$ cat config.mk
export PLATFORM = sky130hd
export DESIGN_NAME = xrv_muldiv_ctrl
export DESIGN_NICKNAME = d
export VERILOG_FILES = /design/src/rtl/xrv_muldiv_ctrl.sv
export SDC_FILE = /design/constraint.sdc
export NUM_CORES = 1
export LEC_CHECK = 0
export CAP_MARGIN = 0
export CELL_PAD_IN_SITES_DETAIL_PLACEMENT = 0
export CELL_PAD_IN_SITES_GLOBAL_PLACEMENT = 2
export CORE_ASPECT_RATIO = 0.6
export CORE_MARGIN = 2
export CORE_UTILIZATION = 24
export DETAILED_ROUTE_END_ITERATION = 7
export GPL_TIMING_DRIVEN = 1
export PLACE_DENSITY = 0.82
export SETUP_SLACK_MARGIN = 0.1
export SLEW_MARGIN = 20
export SYNTH_ARGS = -nofsm -noshare
export SYNTH_HDL_FRONTEND = slang
export SYNTH_SLANG_ARGS = --single-unit
$ cat constraint.sdc
create_clock -name clk -period 1.95 [get_ports clk]
set_input_delay 0.2925 -clock clk [delete_from_list [all_inputs] [get_ports clk]]
set_output_delay 0.2925 -clock clk [all_outputs]
set_load 0.03 [all_outputs]
$ cat src/rtl/xrv_muldiv_ctrl.sv
// Sequencing controller between the pipeline and the M-extension multiply/divide units.
// Optional one-entry result reuse cache enabled by defining XRV_MULDIV_REUSE_EN.
module xrv_muldiv_ctrl (
    input  logic        clk,
    input  logic        rstb,
    input  logic        req_valid,
    output logic        req_ready,
    input  logic [2:0]  req_op,
    input  logic [31:0] req_a,
    input  logic [31:0] req_b,
    input  logic [4:0]  req_rd,
    input  logic        flush,
    output logic [31:0] unit_a,
    output logic [31:0] unit_b,
    output logic [2:0]  unit_optype,
    output logic        mult_valid,
    output logic        div_valid,
    input  logic        mult_result_valid,
    input  logic        div_result_valid,
    input  logic [31:0] mult_result,
    input  logic [31:0] div_result,
    output logic        rsp_valid,
    input  logic        rsp_ready,
    output logic [31:0] rsp_data,
    output logic [4:0]  rsp_rd,
    output logic        busy
);
    localparam int unsigned XLEN = 32;
    localparam int unsigned OPW  = 3;
    localparam int unsigned RDW  = 5;

    typedef enum logic [2:0] {
        S_IDLE  = 3'd0,
        S_ISSUE = 3'd1,
        S_WAIT  = 3'd2,
        S_RSP   = 3'd3,
        S_DRAIN = 3'd4
    } state_t;

    state_t state, state_nxt;

    logic accept;
    logic capture;
    logic hit;
    logic sel_div;
    logic sel_done;

    assign sel_div  = unit_optype[OPW-1];
    assign sel_done = sel_div ? div_result_valid : mult_result_valid;
    assign busy     = (state != S_IDLE);

`ifdef XRV_MULDIV_REUSE_EN
    logic            cache_valid;
    logic [XLEN-1:0] cache_a;
    logic [XLEN-1:0] cache_b;
    logic [OPW-1:0]  cache_op;
    logic [XLEN-1:0] cache_result;

    assign hit = cache_valid && (req_a == cache_a) && (req_b == cache_b) && (req_op == cache_op);

    // Cache holds the last completed operation; any flush drops it.
    always_ff @(posedge clk or negedge rstb) begin
        if (!rstb) begin
            cache_valid  <= 1'b0;
            cache_a      <= '0;
            cache_b      <= '0;
            cache_op     <= '0;
            cache_result <= '0;
        end else if (flush) begin
            cache_valid  <= 1'b0;
        end else if (capture) begin
            cache_valid  <= 1'b1;
            cache_a      <= unit_a;
            cache_b      <= unit_b;
            cache_op     <= unit_optype;
            cache_result <= sel_div ? div_result : mult_result;
        end
    end
`else
    assign hit = 1'b0;
`endif

    // Next-state and handshake/start-pulse decode.
    always_comb begin
        state_nxt  = state;
        req_ready  = 1'b0;
        mult_valid = 1'b0;
        div_valid  = 1'b0;
        accept     = 1'b0;
        capture    = 1'b0;
        case (state)
            S_IDLE: begin
                req_ready = !flush;
                if (req_valid && !flush) begin
                    accept    = 1'b1;
                    state_nxt = hit ? S_RSP : S_ISSUE;
                end
            end
            S_ISSUE: begin
                if (flush) begin
                    state_nxt = S_IDLE;
                end else begin
                    mult_valid = !sel_div;
                    div_valid  = sel_div;
                    state_nxt  = S_WAIT;
                end
            end
            S_WAIT: begin
                // A result arriving together with flush is dropped outright.
                if (flush) begin
                    state_nxt = sel_done ? S_IDLE : S_DRAIN;
                end else if (sel_done) begin
                    capture   = 1'b1;
                    state_nxt = S_RSP;
                end
            end
            S_RSP: begin
                if (flush || rsp_ready) begin
                    state_nxt = S_IDLE;
                end
            end
            S_DRAIN: begin
                if (sel_done) begin
                    state_nxt = S_IDLE;
                end
            end
            default: state_nxt = S_IDLE;
        endcase
    end

    always_ff @(posedge clk or negedge rstb) begin
        if (!rstb) begin
            state <= S_IDLE;
        end else begin
            state <= state_nxt;
        end
    end

    // Operand, tag and response registers.
    always_ff @(posedge clk or negedge rstb) begin
        if (!rstb) begin
            unit_a      <= '0;
            unit_b      <= '0;
            unit_optype <= '0;
            rsp_rd      <= '0;
            rsp_data    <= '0;
            rsp_valid   <= 1'b0;
        end else begin
            rsp_valid <= (state_nxt == S_RSP);
            if (accept) begin
                unit_a      <= XLEN'(req_a);
                unit_b      <= XLEN'(req_b);
                unit_optype <= OPW'(req_op);
                rsp_rd      <= RDW'(req_rd);
            end
`ifdef XRV_MULDIV_REUSE_EN
            if (accept && hit) begin
                rsp_data <= cache_result;
            end
`endif
            if (capture) begin
                rsp_data <= sel_div ? div_result : mult_result;
            end
        end
    end
endmodule

==> impl_results.html, run 1 <==
<table>
<tr><th>Metric</th><th>Value</th></tr>
<tr><th colspan="2">Clocking</th></tr>
<tr><td>Clock latency of the later-clocked register in the worst-skew pair</td><td>roughly 340 ps</td></tr>
<tr><td>Clock transition at path regs</td><td>~80 ps</td></tr>
<tr><td>Maximum buffer depth of the clock tree</td><td>2</td></tr>
<tr><td>Buffer type at the clock tree root</td><td>clkbuf_16</td></tr>
<tr><td>Clock buffer count from CTS</td><td>9</td></tr>
<tr><td>Deepest level of the CTS H-tree</td><td>3</td></tr>
<tr><td>CTS sink count</td><td>approximately 110</td></tr>
<tr><td>CTS tree</td><td>yes</td></tr>
<tr><th colspan="2">Placed design</th></tr>
<tr><td>Count of input and output buffers</td><td>around 250</td></tr>
<tr><td># placed instances</td><td>764</td></tr>
<tr><td>RePlAce Congestion</td><td>about 0.8</td></tr>
<tr><td>Area of placed instances</td><td>0.00735 mm^2</td></tr>
<tr><td>Final HPWL from detailed placement</td><td>around 9.5 mm</td></tr>
<tr><th colspan="2">Synthesis</th></tr>
<tr><td>FF+latch count, synth</td><td>108</td></tr>
<tr><td>Synth warnings</td><td>0</td></tr>
<tr><td>Syn Nets</td><td>421</td></tr>
<tr><td>Number of flops mapped to enable cells by yosys</td><td>0</td></tr>
<tr><td>Distinct cell type count of the synthesized netlist</td><td>18</td></tr>
<tr><td>Cell types with the largest area share after synthesis</td><td>dfrtp_1 (59%), mux2_2 (32%), mux2_4 (3.3%), buf_6 (2.0%), buf_4 (0.66%)</td></tr>
<tr><td>Proportion of netlist area held by the largest area contributor</td><td>around three fifths</td></tr>
<tr><td>Synthesized area per cell</td><td>16.4 um^2</td></tr>
<tr><td>Most used flip-flop cell after synthesis</td><td>dfrtp_1</td></tr>
<tr><td>Largest area contributor in the netlist</td><td>dfrtp_1</td></tr>
<tr><td>Post-synthesis cell count</td><td>around 280</td></tr>
<tr><td>Async set or reset register ratio after synthesis</td><td>100%</td></tr>
<tr><td>Cell area after technology mapping</td><td>between 0.004 and 0.005 mm^2</td></tr>
<tr><td>Post-synthesis sequential area ratio</td><td>59.4%</td></tr>
<tr><td>Commonest cells in the synthesized netlist</td><td>mux2_2 (128), dfrtp_1 (108), mux2_4 (10), buf_6 (8)</td></tr>
<tr><td>Most frequent cell after synthesis</td><td>mux2_2</td></tr>
<tr><th colspan="2">Cells and area</th></tr>
<tr><td>Design Area, Final</td><td>about 0.0077 mm^2</td></tr>
<tr><td>Fraction of final layout cells sized beyond drive strength 1</td><td>roughly a third</td></tr>
<tr><td>Area growth from synthesis to layout</td><td>68.5%</td></tr>
<tr><td>Final Non-Filler Cells</td><td>between 700 and 800</td></tr>
<tr><td>ANT cells</td><td>0</td></tr>
<tr><td>Number of nets in the layout</td><td>680</td></tr>
<tr><th colspan="2">Detailed routing</th></tr>
<tr><td>Post-detailed-route DRC marker count</td><td>0</td></tr>
<tr><td>Post-detailed-route count of antenna-violating nets</td><td>0</td></tr>
<tr><td>Via-to-Cell Ratio</td><td>~4.1</td></tr>
<tr><td>Routed Wire Length</td><td>between 10 and 15 mm</td></tr>
<tr><td>Via count</td><td>around 3200</td></tr>
<tr><td>Number of DRC markers after the initial detailed-route iteration</td><td>between 60 and 70</td></tr>
<tr><td>Drt first pass iters</td><td>4</td></tr>
<tr><td>Average wire length per cell after detail routing</td><td>16.0 um</td></tr>
<tr><th colspan="2">Timing</th></tr>
<tr><td>Relative slew slack</td><td>between 70 and 80%</td></tr>
<tr><td>Number of pins with negative max-slew slack in the final report</td><td>0</td></tr>
<tr><td>Final clock period utilization by the worst path</td><td>between 90% and 100%</td></tr>
<tr><td>Setup skew after layout</td><td>between 9 and 10 ps</td></tr>
<tr><td>Actual slew at the worst max-slew pin</td><td>between 300 and 400 ps</td></tr>
<tr><td>Maximum achievable frequency</td><td>between 0.5 and 0.6 GHz</td></tr>
<tr><td>Hold violation total from the final report</td><td>0</td></tr>
<tr><td>Setup repair after global routing missed its margin</td><td>yes</td></tr>
<tr><td>Final setup vio count</td><td>0</td></tr>
<tr><td>Post-Route Setup TNS</td><td>0 ps</td></tr>
<tr><td>Post-layout min period</td><td>around 1800 ps</td></tr>
<tr><th colspan="2">Power</th></tr>
<tr><td>Leakage power of the design</td><td>3.20 nW</td></tr>
<tr><td>Cell Pwr Density</td><td>about 1400 mW/mm^2</td></tr>
<tr><td>IR Drop Worst-Case VDD</td><td>~600 uV</td></tr>
<tr><th colspan="2">Setup path</th></tr>
<tr><td>Critical path launch point type</td><td>flop</td></tr>
<tr><td>Number of cells traversed by the worst register-to-register path</td><td>6</td></tr>
<tr><td>Category of the worst setup path capture point</td><td>output pin</td></tr>
<tr><td>Critical path fanouts, max</td><td>9</td></tr>
<tr><td>Data arrival time of the worst path</td><td>1490 ps</td></tr>
<tr><td>Worst reg2reg path startpoint</td><td>state[0]$_DFF_PN0_</td></tr>
<tr><td>Data required, critical path</td><td>roughly 1700 ps</td></tr>
<tr><td>Critical Path Source</td><td>state[0]$_DFF_PN0_</td></tr>
<tr><td>WS Path Type</td><td>reg -&gt; out</td></tr>
<tr><th colspan="2">Die</th></tr>
<tr><td>Horizontal extent of the die</td><td>~180 um</td></tr>
<tr><td>Area of the die</td><td>0.0201 mm^2</td></tr>
<tr><td>Die Ht</td><td>111 um</td></tr>
<tr><td>Starting density of the core</td><td>between 20% and 30%</td></tr>
<tr><td>Standard cell core area</td><td>between 0.015 and 0.02 mm^2</td></tr>
<tr><td>Total I/O pin count</td><td>~250</td></tr>
<tr><td>Cell row count</td><td>38</td></tr>
<tr><th colspan="2">Global route</th></tr>
<tr><td>Vias in the first global route</td><td>3617</td></tr>
<tr><td>Met3 Usage GRT</td><td>about 7.1%</td></tr>
<tr><td>Largest net degree at the start of global routing</td><td>60</td></tr>
<tr><td>Most congested layer reported by global routing</td><td>met2</td></tr>
<tr><td>First-pass GRT wire length</td><td>19.6 mm</td></tr>
<tr><td>GR Overflow Total</td><td>0</td></tr>
<tr><td>Global Route met1 Usage</td><td>~15%</td></tr>
<tr><td>Global-route usage over all layers</td><td>12.5%</td></tr>
<tr><td>Met2 capacity usage during global routing</td><td>around a fifth</td></tr>
<tr><td>Antenna violations before repair</td><td>0</td></tr>
<tr><th colspan="2">Run</th></tr>
<tr><td>MaxCap Viol Count</td><td>0</td></tr>
<tr><th colspan="2">Worst hold path</th></tr>
<tr><td>Worst hold-check path type</td><td>in -&gt; async</td></tr>
<tr><th colspan="2">Outcome</th></tr>
<tr><td>Status</td><td>finished clean</td></tr>
</table>
==> logic make-up (layout without fill, tap and decap cells) <==
family	after synthesis	after routing	share of synthesized area, %
muxes	138	138	35.0
buffers and inverters	16	280	2.97
DFF	108	108	59.4
AOI/OAI and AO/OA	4	4	0.660
and+or+nand+nor	12	12	1.95
==> per-layer routing <==
| metal | wire [um] | vias up |
|---|---|---|
| met1 | 5220 | 1552 |
| met4 | 114 | 0 |
| met2 | 5550 | 156 |
| met3 | 1590 | 9 |
| li1 | - | 1504 |
| met5 | 0 | - |
==> critical path: stages (launching register included) <==
cell,delay (ps)
dfrtp_1,380
buf_4,170
nor4_4,300
buf_4,160
buf_4,150
==> metrics by stage <==
stage                     utilization, %  power, mW  hold slack [ps]  setup WS [ps]
after global routing                41.9       11.7              505           73.5
after global placement              40.1       9.27              313           18.8
final                               41.9       11.1              480            163
after CTS                           41.8       11.3              472            108
after detailed placement            40.1       9.36              320          -11.8
after floorplan                        -       6.78            -3.09            119
==> flip-flops by register name (all words and copies together) (netlist names) <==
register	cells
unit_b	32
state	3
unit_a	32
rsp_valid	1
rsp_data	32
rsp_rd	5
unit_optype	3
==> power by group <==
part | leakage, nW | internal, mW | switching, mW
clock | 0.143 | 0.953 | 0.865
combinational | 1.76 | 2.75 | 2.92
sequential | 1.29 | 3.14 | 0.458
==> cell usage in the layout (no fill, tap or decap) <==
master / Yosys / final
buf_6: 8 / 1
or3_1: 1 / 1
buf_12: 0 / 4
o21ai_0: 1 / 1
clkdlybuf4s50_1: 0 / 245
clkbuf_16: 0 / 9
nor3_1: 2 / 2
a21o_1: 1 / 1
nand2_4: 1 / 1
clkdlybuf4s15_2: 0 / 1
o2111a_1: 1 / 1
mux2_2: 128 / 128
inv_6: 0 / 2
clkinvlp_4: 0 / 1
dfrtp_1: 108 / 108
clkbuf_8: 0 / 2
a31oi_1: 1 / 1
nand2_1: 3 / 3
clkinv_4: 0 / 2
nor2_1: 2 / 2
mux2_4: 10 / 10
dlygate4sd3_1: 0 / 1
and3_1: 1 / 1
nand4b_2: 1 / 1
buf_4: 4 / 12
nor4_4: 1 / 1
==> layout make-up <==
type,count,area [um^2]
Clock buffer,11,253
Tap cell,240,300
Timing Repair Buffer,264,2660
Fill cell,1691,10600
Multi-Input combinational cell,154,1710
Clock inverter,5,42.5
Sequential cell,108,2700
==> final timing paths <==
check | endpoint | slack, ps
worst min register to register | rsp_data[18]$_DFFE_PN0P_ | 500
max in group asynchronous | rsp_data[17]$_DFFE_PN0P_ | 1160
worst min-delay path | unit_b[23]$_DFFE_PN0P_ | 480
min in group clk | rsp_data[18]$_DFFE_PN0P_ | 500
worst max register to register | unit_b[0]$_DFFE_PN0P_ | 220
worst max-delay path | req_ready | 160
==> repair_timing <==
action | CTS | global route
endpoints found under the setup margin | 1 | 2
buffers inserted | 0 | 1
hold endpoints to repair | 108 | 0
gates resized for setup | 3 | 1
hold buffers | 1 | 0
pin swaps | 0 | 1
(Power assumes the default switching activity.)
==> inputs of run 2 (changes only) <==
- CORE_MARGIN: 2 -> unset
==> run 2 against run 1 <==
Effect of this change:
- critical endpoint unchanged
- largest cell class unchanged
- count of clock-buffer cells in the layout decreased by 1
- fmax shrank 1.1%
- core utilization unchanged
- the run now ends with DRC left
- worst setup slack got worse by 21 ps
- highest routed layer unchanged
==> impl_results.html, run 2 (synthesis gave the netlist of run 1 again) <==
<table>
<tr><th>Metric</th><th>Value</th></tr>
<tr><th colspan="2">Outcome</th></tr>
<tr><td>Status</td><td>complete, but fails checks (was finished clean)</td></tr>
<tr><td>Violated checks</td><td>DRC</td></tr>
<tr><th colspan="2">Die</th></tr>
<tr><td>Die Ht</td><td>109 um (was 111 um)</td></tr>
<tr><td>Starting density of the core</td><td>24.8% (unchanged)</td></tr>
<tr><td>Cell row count</td><td>38 (unchanged)</td></tr>
<tr><td>Total I/O pin count</td><td>252 (unchanged)</td></tr>
<tr><td>Area of the die</td><td>0.0195 mm^2 (was 0.0201 mm^2)</td></tr>
<tr><td>Horizontal extent of the die</td><td>180 um (was 182 um)</td></tr>
<tr><td>Standard cell core area</td><td>0.0183 mm^2 (unchanged)</td></tr>
<tr><th colspan="2">Setup path</th></tr>
<tr><td>Category of the worst setup path capture point</td><td>output pin (unchanged)</td></tr>
<tr><td>Critical path fanouts, max</td><td>7 (was 9)</td></tr>
<tr><td>Data arrival time of the worst path</td><td>1510 ps (was 1490 ps)</td></tr>
<tr><td>Data required, critical path</td><td>1660 ps (about the same)</td></tr>
<tr><td>Crit path buffers/inverters</td><td>3 (unchanged)</td></tr>
<tr><td>Most frequent cell on the critical path</td><td>buf_6 (was buf_4)</td></tr>
<tr><td>Peak per-stage delay on the critical path</td><td>390 ps (was 380 ps)</td></tr>
<tr><td>Number of cells traversed by the worst register-to-register path</td><td>5 (was 6)</td></tr>
<tr><td>Cell with the biggest individual delay on the critical path</td><td>dfrtp_1 (unchanged)</td></tr>
<tr><td>Depth of the critical timing path with buffers and inverters included</td><td>4 (unchanged)</td></tr>
<tr><td>Critical path, cell by cell</td><td>buf_6 &gt; nor4_4 &gt; buf_4 &gt; buf_6 (was buf_4 &gt; nor4_4 &gt; buf_4 &gt; buf_4)</td></tr>
<tr><td>WS Path Type</td><td>reg -&gt; out (unchanged)</td></tr>
<tr><td>Top Family by Delay on Critical Path</td><td>buffers and inverters (unchanged)</td></tr>
<tr><td>Critical path launch point type</td><td>flop (unchanged)</td></tr>
<tr><th colspan="2">Timing</th></tr>
<tr><td>Setup repair after global routing missed its margin</td><td>yes (unchanged)</td></tr>
<tr><td>Relative slew slack</td><td>74.3% (was 74.6%)</td></tr>
<tr><td>Hold violation total from the final report</td><td>0 (unchanged)</td></tr>
<tr><td>Maximum achievable frequency</td><td>0.553 GHz (was 0.560 GHz)</td></tr>
<tr><td>Worst hold slack across all endpoints</td><td>388 ps (was 480 ps)</td></tr>
<tr><td>Final clock period utilization by the worst path</td><td>92.7% (was 91.6%)</td></tr>
<tr><td>Actual slew at the worst max-slew pin</td><td>386 ps (was 380 ps)</td></tr>
<tr><td>Final setup vio count</td><td>0 (unchanged)</td></tr>
<tr><td>Setup skew after layout</td><td>7.61 ps (was 9.59 ps)</td></tr>
<tr><td>Number of pins with negative max-slew slack in the final report</td><td>0 (unchanged)</td></tr>
<tr><td>Post-layout min period</td><td>1810 ps (was 1790 ps)</td></tr>
<tr><th colspan="2">Power</th></tr>
<tr><td>Internal cell power</td><td>6.81 mW (was 6.84 mW)</td></tr>
<tr><td>Power dissipated by switching net loads</td><td>4.24 mW (was 4.25 mW)</td></tr>
<tr><td>Switching share of power</td><td>38.3% (about the same)</td></tr>
<tr><td>Sequential Power Share</td><td>32.6% (was 32.4%)</td></tr>
<tr><td>IR Drop Worst-Case VDD</td><td>699 uV (was 613 uV)</td></tr>
<tr><td>Combinational group share of total power</td><td>51.3% (was 51.2%)</td></tr>
<tr><td>Cell Pwr Density</td><td>1440 mW/mm^2 (was 1450 mW/mm^2)</td></tr>
<tr><td>Proportion of power drawn by the clock network</td><td>16.1% (was 16.4%)</td></tr>
<tr><td>Leakage power of the design</td><td>3.20 nW (about the same)</td></tr>
<tr><th colspan="2">Detailed routing</th></tr>
<tr><td>Post-detailed-route count of antenna-violating nets</td><td>0 (unchanged)</td></tr>
<tr><td>Number of DRC markers after the initial detailed-route iteration</td><td>105 (was 64)</td></tr>
<tr><td>Routed Wire Length</td><td>12.1 mm (was 12.5 mm)</td></tr>
<tr><td>Average wire length per cell after detail routing</td><td>15.4 um (was 16.0 um)</td></tr>
<tr><td>Via-to-Cell Ratio</td><td>4.17 (was 4.12)</td></tr>
<tr><td>Drt first pass iters</td><td>6 (was 4)</td></tr>
<tr><td>Post-detailed-route DRC marker count</td><td>17 (was 0)</td></tr>
<tr><td>Via count</td><td>3263 (was 3221)</td></tr>
<tr><th colspan="2">Cells and area</th></tr>
<tr><td>Total of fill cells in the finished design</td><td>1699 (was 1691)</td></tr>
<tr><td>Most used cells in the layout excluding fill and tap cells</td><td>clkdlybuf4s50_1 (245), mux2_2 (128), dfrtp_1 (108), buf_4 (11), mux2_4 (10) (was clkdlybuf4s50_1 (245), mux2_2 (128), dfrtp_1 (108), buf_4 (12), mux2_4 (10))</td></tr>
<tr><td>Fraction of final layout cells sized beyond drive strength 1</td><td>32.5% (was 32.3%)</td></tr>
<tr><td>Area growth from synthesis to layout</td><td>68.5% (unchanged)</td></tr>
<tr><td>Final Non-Filler Cells</td><td>782 (unchanged)</td></tr>
<tr><td>ANT cells</td><td>0 (unchanged)</td></tr>
<tr><td>Number of nets in the layout</td><td>681 (was 680)</td></tr>
<tr><td>Most common cell after layout, fill and taps aside</td><td>clkdlybuf4s50_1 (unchanged)</td></tr>
<tr><td>Largest regs</td><td>rsp_data x32, unit_a x32, unit_b x32 (unchanged)</td></tr>
<tr><th colspan="2">Global route</th></tr>
<tr><td>First-pass GRT wire length</td><td>19.1 mm (was 19.6 mm)</td></tr>
<tr><td>Antenna violations before repair</td><td>0 (unchanged)</td></tr>
<tr><td>Global-route usage over all layers</td><td>12.6% (was 12.5%)</td></tr>
<tr><td>Largest net degree at the start of global routing</td><td>61 (was 60)</td></tr>
<tr><td>GR Overflow Total</td><td>0 (unchanged)</td></tr>
<tr><td>Vias in the first global route</td><td>3593 (was 3617)</td></tr>
<tr><th colspan="2">Placed design</th></tr>
<tr><td>RePlAce Congestion</td><td>0.729 (was 0.800)</td></tr>
<tr><td>Final HPWL from detailed placement</td><td>9.22 mm (was 9.52 mm)</td></tr>
<tr><td># placed instances</td><td>765 (was 764)</td></tr>
<tr><td>Count of input and output buffers</td><td>251 (unchanged)</td></tr>
<tr><th colspan="2">Worst hold path</th></tr>
<tr><td>Worst hold-check path type</td><td>in -&gt; async (unchanged)</td></tr>
<tr><th colspan="2">Clocking</th></tr>
<tr><td>Buffer type at the clock tree root</td><td>clkbuf_16 (unchanged)</td></tr>
<tr><td>Clock transition at path regs</td><td>70 ps (was 80 ps)</td></tr>
<tr><td>Deepest level of the CTS H-tree</td><td>3 (unchanged)</td></tr>
<tr><td>CTS sink count</td><td>108 (unchanged)</td></tr>
<tr><td>Maximum buffer depth of the clock tree</td><td>2 (unchanged)</td></tr>
<tr><td>Clock latency of the later-clocked register in the worst-skew pair</td><td>340 ps (about the same)</td></tr>
<tr><td>Clock buffer count from CTS</td><td>9 (unchanged)</td></tr>
<tr><td>CTS tree</td><td>yes (unchanged)</td></tr>
<tr><th colspan="2">Run</th></tr>
<tr><td>MaxCap Viol Count</td><td>0 (unchanged)</td></tr>
</table>
## run 2: power by group through the flow
stage / clock network [mW] / logic (mW) / registers [mW]
detailed placement: 0 / 5.70 / 3.63
floorplan: 0 / 1.37 / 5.41
global placement: 0 / 5.67 / 3.60
finish: 1.78 / 5.67 / 3.60
global route: 1.94 / 5.93 / 3.72
CTS: 1.88 / 5.72 / 3.61
## run 2: per-layer routing
metal  track usage (%)  share of wire (%)  vias up
met5                 0                  0        -
met4              3.33                1.1        0
met3              6.31                 12       11
met2              19.7                 46      150
met1              15.3                 42     1592
li1                  -                  -     1510
## run 2: worst reg2reg max path: cells and delay by family (launching register included)
family	cells	cell delay, ps
and+or+nand+nor	2	470
DFF	1	390
buffers and inverters	2	350
muxes	1	310
## run 2: layout make-up
class | instances | area [um^2] | share of cell area [%]
clock buffer | 10 | 239 | 3.12
clock inverter | 5 | 45.0 | 0.588
multi-input combinational | 154 | 1720 | 22.4
sequential | 108 | 2700 | 35.3
tap | 240 | 300 | 3.92
timing repair buffer | 265 | 2660 | 34.7
## run 2: final timing paths
kind / startpoint / to / slack (ps)
hold / removal: rstb / rsp_data[31]$_DFFE_PN0P_ / 390
setup / recovery: state[0]$_DFF_PN0_ / req_ready / 140
hold reg to reg: rsp_data[22]$_DFFE_PN0P_ / rsp_data[22]$_DFFE_PN0P_ / 510
setup reg to reg: state[0]$_DFF_PN0_ / unit_a[8]$_DFFE_PN0P_ / 320
max in group asynchronous: rstb / unit_b[23]$_DFFE_PN0P_ / 880
min in group clk: rsp_data[22]$_DFFE_PN0P_ / rsp_data[22]$_DFFE_PN0P_ / 510
## run 2: what timing repair did
action | CTS | global route
hold buffers | 1 | 0
setup endpoints to repair | 1 | 3
pin swaps | 0 | 1
endpoints found under the hold margin | 18 | 0
buffers inserted | 0 | 1
resized for setup | 3 | 5
## run 2: stage by stage
step                      power (mW)  area [um^2]  utilization [%]  setup TNS (ps)  setup slack [ps]
after floorplan                 6.78         4550                -               0               119
after CTS                       11.2         7640             41.7               0               103
after global routing            11.6         7660             41.9               0              81.2
after global placement          9.27         7340             40.1               0              46.4
after detailed placement        9.33         7340             40.1           -2.07             -1.34
final                           11.1         7660             41.9               0               143
==> inputs of run 3 (changes only) <==
- PLACE_DENSITY: 0.82 -> unset
- PLACE_DENSITY_LB_ADDON: unset -> 0.1
==> run 3 against run 2 <==
Effect of this change:
- the run ends with DRC, hold timing left
- die area is the same
- flip-flop and latch count is the same
- non-clock buffer count shrank 3
- final cell count shrank 0.38%
- sequential power is essentially flat
- wire length grew 3.2%
- worst setup slack gained 52 ps
- via count shrank 2.6%
- largest cell class unchanged
- largest power group unchanged
- highest routed layer unchanged
==> impl_results.html, run 3 (synthesis gave the netlist of run 1 again) <==
<table>
<tr><th>Metric</th><th>Value</th></tr>
<tr><th colspan="2">Placed design</th></tr>
<tr><td># placed instances</td><td>763 (was 765)</td></tr>
<tr><td>Final HPWL from detailed placement</td><td>9.10 mm (was 9.22 mm)</td></tr>
<tr><td>DP Worst Slack</td><td>52.9 ps (was -1.34 ps)</td></tr>
<tr><td>Count of input and output buffers</td><td>251 (unchanged)</td></tr>
<tr><td>Area of placed instances</td><td>0.00734 mm^2 (about the same)</td></tr>
<tr><td>RePlAce Congestion</td><td>0.726 (was 0.729)</td></tr>
<tr><th colspan="2">Power</th></tr>
<tr><td>Cell Pwr Density</td><td>1450 mW/mm^2 (was 1440 mW/mm^2)</td></tr>
<tr><td>Power after layout</td><td>11.0 mW (was 11.1 mW)</td></tr>
<tr><td>IR Drop Worst-Case VDD</td><td>585 uV (was 699 uV)</td></tr>
<tr><td>Leakage power of the design</td><td>3.19 nW (was 3.20 nW)</td></tr>
<tr><th colspan="2">Outcome</th></tr>
<tr><td>Status</td><td>complete, but fails checks (unchanged)</td></tr>
<tr><td>Violated checks</td><td>DRC, hold timing (was DRC)</td></tr>
<tr><th colspan="2">Cells and area</th></tr>
<tr><td>ANT cells</td><td>0 (unchanged)</td></tr>
<tr><td>Most used cells in the layout excluding fill and tap cells</td><td>clkdlybuf4s50_1 (245), mux2_2 (128), dfrtp_1 (107), buf_4 (12), mux2_4 (10) (was clkdlybuf4s50_1 (245), mux2_2 (128), dfrtp_1 (108), buf_4 (11), mux2_4 (10))</td></tr>
<tr><td>Design Area, Final</td><td>0.00764 mm^2 (was 0.00766 mm^2)</td></tr>
<tr><td>Number of nets in the layout</td><td>678 (was 681)</td></tr>
<tr><td>Final Non-Filler Cells</td><td>779 (was 782)</td></tr>
<tr><td>Largest regs</td><td>rsp_data x32, unit_a x32, unit_b x32 (unchanged)</td></tr>
<tr><td>Most common cell after layout, fill and taps aside</td><td>clkdlybuf4s50_1 (unchanged)</td></tr>
<tr><td>Fraction of final layout cells sized beyond drive strength 1</td><td>32.3% (was 32.5%)</td></tr>
<tr><td>Area growth from synthesis to layout</td><td>67.9% (was 68.5%)</td></tr>
<tr><td>Core utilization of the finished layout</td><td>41.7% (was 41.9%)</td></tr>
<tr><th colspan="2">Global route</th></tr>
<tr><td>Antenna violations before repair</td><td>1 (was 0)</td></tr>
<tr><td>GR Overflow Total</td><td>0 (unchanged)</td></tr>
<tr><td>Largest net degree at the start of global routing</td><td>109 (was 61)</td></tr>
<tr><td>Global-route usage over all layers</td><td>13.1% (was 12.6%)</td></tr>
<tr><td>First-pass GRT wire length</td><td>19.5 mm (was 19.1 mm)</td></tr>
<tr><td>Vias in the first global route</td><td>3433 (was 3593)</td></tr>
<tr><th colspan="2">Setup path</th></tr>
<tr><td>Number of cells traversed by the worst register-to-register path</td><td>6 (was 5)</td></tr>
<tr><td>Data arrival time of the worst path</td><td>1460 ps (was 1510 ps)</td></tr>
<tr><td>Data required, critical path</td><td>1660 ps (about the same)</td></tr>
<tr><td>Critical path launch point type</td><td>flop (unchanged)</td></tr>
<tr><td>WS Path Type</td><td>reg -&gt; out (unchanged)</td></tr>
<tr><td>Critical path fanouts, max</td><td>4 (was 7)</td></tr>
<tr><td>Category of the worst setup path capture point</td><td>output pin (unchanged)</td></tr>
<tr><th colspan="2">Detailed routing</th></tr>
<tr><td>Drt first pass iters</td><td>6 (unchanged)</td></tr>
<tr><td>Average wire length per cell after detail routing</td><td>16.0 um (was 15.4 um)</td></tr>
<tr><td>Number of DRC markers after the initial detailed-route iteration</td><td>118 (was 105)</td></tr>
<tr><td>Via count</td><td>3178 (was 3263)</td></tr>
<tr><td>Via-to-Cell Ratio</td><td>4.08 (was 4.17)</td></tr>
<tr><td>Routed Wire Length</td><td>12.5 mm (was 12.1 mm)</td></tr>
<tr><td>Post-detailed-route count of antenna-violating nets</td><td>0 (unchanged)</td></tr>
<tr><td>Post-detailed-route DRC marker count</td><td>18 (was 17)</td></tr>
<tr><th colspan="2">Timing</th></tr>
<tr><td>Maximum achievable frequency</td><td>0.570 GHz (was 0.553 GHz)</td></tr>
<tr><td>PnR worst setup slack</td><td>195 ps (was 143 ps)</td></tr>
<tr><td>Relative slew slack</td><td>59.4% (was 74.3%)</td></tr>
<tr><td>Post-layout min period</td><td>1760 ps (was 1810 ps)</td></tr>
<tr><td>Final setup vio count</td><td>0 (unchanged)</td></tr>
<tr><td>Post-Route Setup TNS</td><td>0 ps (unchanged)</td></tr>
<tr><td>Setup skew after layout</td><td>10.0 ps (was 7.61 ps)</td></tr>
<tr><td>Hold violation total from the final report</td><td>1 (was 0)</td></tr>
<tr><td>Setup repair after global routing missed its margin</td><td>no (was yes)</td></tr>
<tr><td>Number of pins with negative max-slew slack in the final report</td><td>0 (unchanged)</td></tr>
<tr><td>Actual slew at the worst max-slew pin</td><td>610 ps (was 386 ps)</td></tr>
<tr><td>Final clock period utilization by the worst path</td><td>90.0% (was 92.7%)</td></tr>
<tr><td>Worst hold slack across all endpoints</td><td>-3.29 ps (was 388 ps)</td></tr>
<tr><th colspan="2">Die</th></tr>
<tr><td>Horizontal extent of the die</td><td>180 um (unchanged)</td></tr>
<tr><td>Standard cell core area</td><td>0.0183 mm^2 (unchanged)</td></tr>
<tr><td>Total I/O pin count</td><td>252 (unchanged)</td></tr>
<tr><td>Area of the die</td><td>0.0195 mm^2 (unchanged)</td></tr>
<tr><td>Cell row count</td><td>38 (unchanged)</td></tr>
<tr><td>Starting density of the core</td><td>24.8% (unchanged)</td></tr>
<tr><td>Die Ht</td><td>109 um (unchanged)</td></tr>
<tr><th colspan="2">Clocking</th></tr>
<tr><td>Buffer type at the clock tree root</td><td>clkbuf_16 (unchanged)</td></tr>
<tr><td>Clock buffer count from CTS</td><td>9 (unchanged)</td></tr>
<tr><td>CTS sink count</td><td>108 (unchanged)</td></tr>
<tr><td>CTS tree</td><td>yes (unchanged)</td></tr>
<tr><td>Deepest level of the CTS H-tree</td><td>3 (unchanged)</td></tr>
<tr><td>Clock latency of the later-clocked register in the worst-skew pair</td><td>340 ps (about the same)</td></tr>
<tr><td>Clock transition at path regs</td><td>80 ps (was 70 ps)</td></tr>
<tr><td>Maximum buffer depth of the clock tree</td><td>2 (unchanged)</td></tr>
<tr><td>CTS Hold Buffers Added</td><td>0 (was 1)</td></tr>
<tr><th colspan="2">Worst hold path</th></tr>
<tr><td>Worst hold-check path type</td><td>in -&gt; async (unchanged)</td></tr>
<tr><th colspan="2">Run</th></tr>
<tr><td>MaxCap Viol Count</td><td>0 (unchanged)</td></tr>
</table>
## run 3: cell types whose count changed in the layout (fill, tap and decap cells not counted), sizes merged
cell,change
clkinvlp,-1
clkdlybuf4s15,-1
clkinv,+2
buf,-2
dlygate4sd3,-1
dlygate4sd2,+1
inv,-1
## run 3: path summary, 6_finish.rpt
kind	start	end	slack (ps)
min	rstb	unit_b[18]$_DFFE_PN0P_	-3
min in group clk	rsp_data[3]$_DFFE_PN0P_	rsp_data[3]$_DFFE_PN0P_	500
min reg2reg	rsp_data[3]$_DFFE_PN0P_	rsp_data[3]$_DFFE_PN0P_	500
max in group asynchronous	rstb	unit_optype[2]$_DFFE_PN0P_	1460
max	state[2]$_DFF_PN0_	req_ready	190
max reg2reg	state[2]$_DFF_PN0_	unit_a[11]$_DFFE_PN0P_	280
## run 3: routing by layer
layer	routed length, um	track usage, %	vias to the layer above	part of all wire [%]
li1	-	-	1496	-
met1	5420	16.4	1532	43
met2	5460	20.0	142	44
met3	1480	6.71	8	12
met4	111	3.14	0	0.89
met5	0	0	-	0
## run 3: area by class of cell
| cell class | count | area [um^2] |
|---|---|---|
| Clock buffer | 10 | 239 |
| Fill cell | 1662 | 10700 |
| Sequential cell | 108 | 2700 |
| Tap cell | 240 | 300 |
| Multi-Input combinational cell | 154 | 1720 |
| Clock inverter | 5 | 46.3 |
| Timing Repair Buffer | 262 | 2630 |
## run 3: worst max-delay path: stages (launching register included)
cell and delay (ps):
dfrtp_1 380, buf_4 150, nor4_4 290, buf_4 160
buf_4 150
## run 3: what timing repair did
action / in CTS / in global routing
pin swaps: 1 / 1
gates cloned: 0 / 0
endpoints found under the setup margin: 2 / 3
setup buffers: 1 / 0
resized for setup: 1 / 1
## run 3: power breakdown
group	total, mW	internal, mW	switching (mW)
Sequential	3.59	3.14	0.449
Clock	1.78	0.917	0.867
Combinational	5.68	2.75	2.92
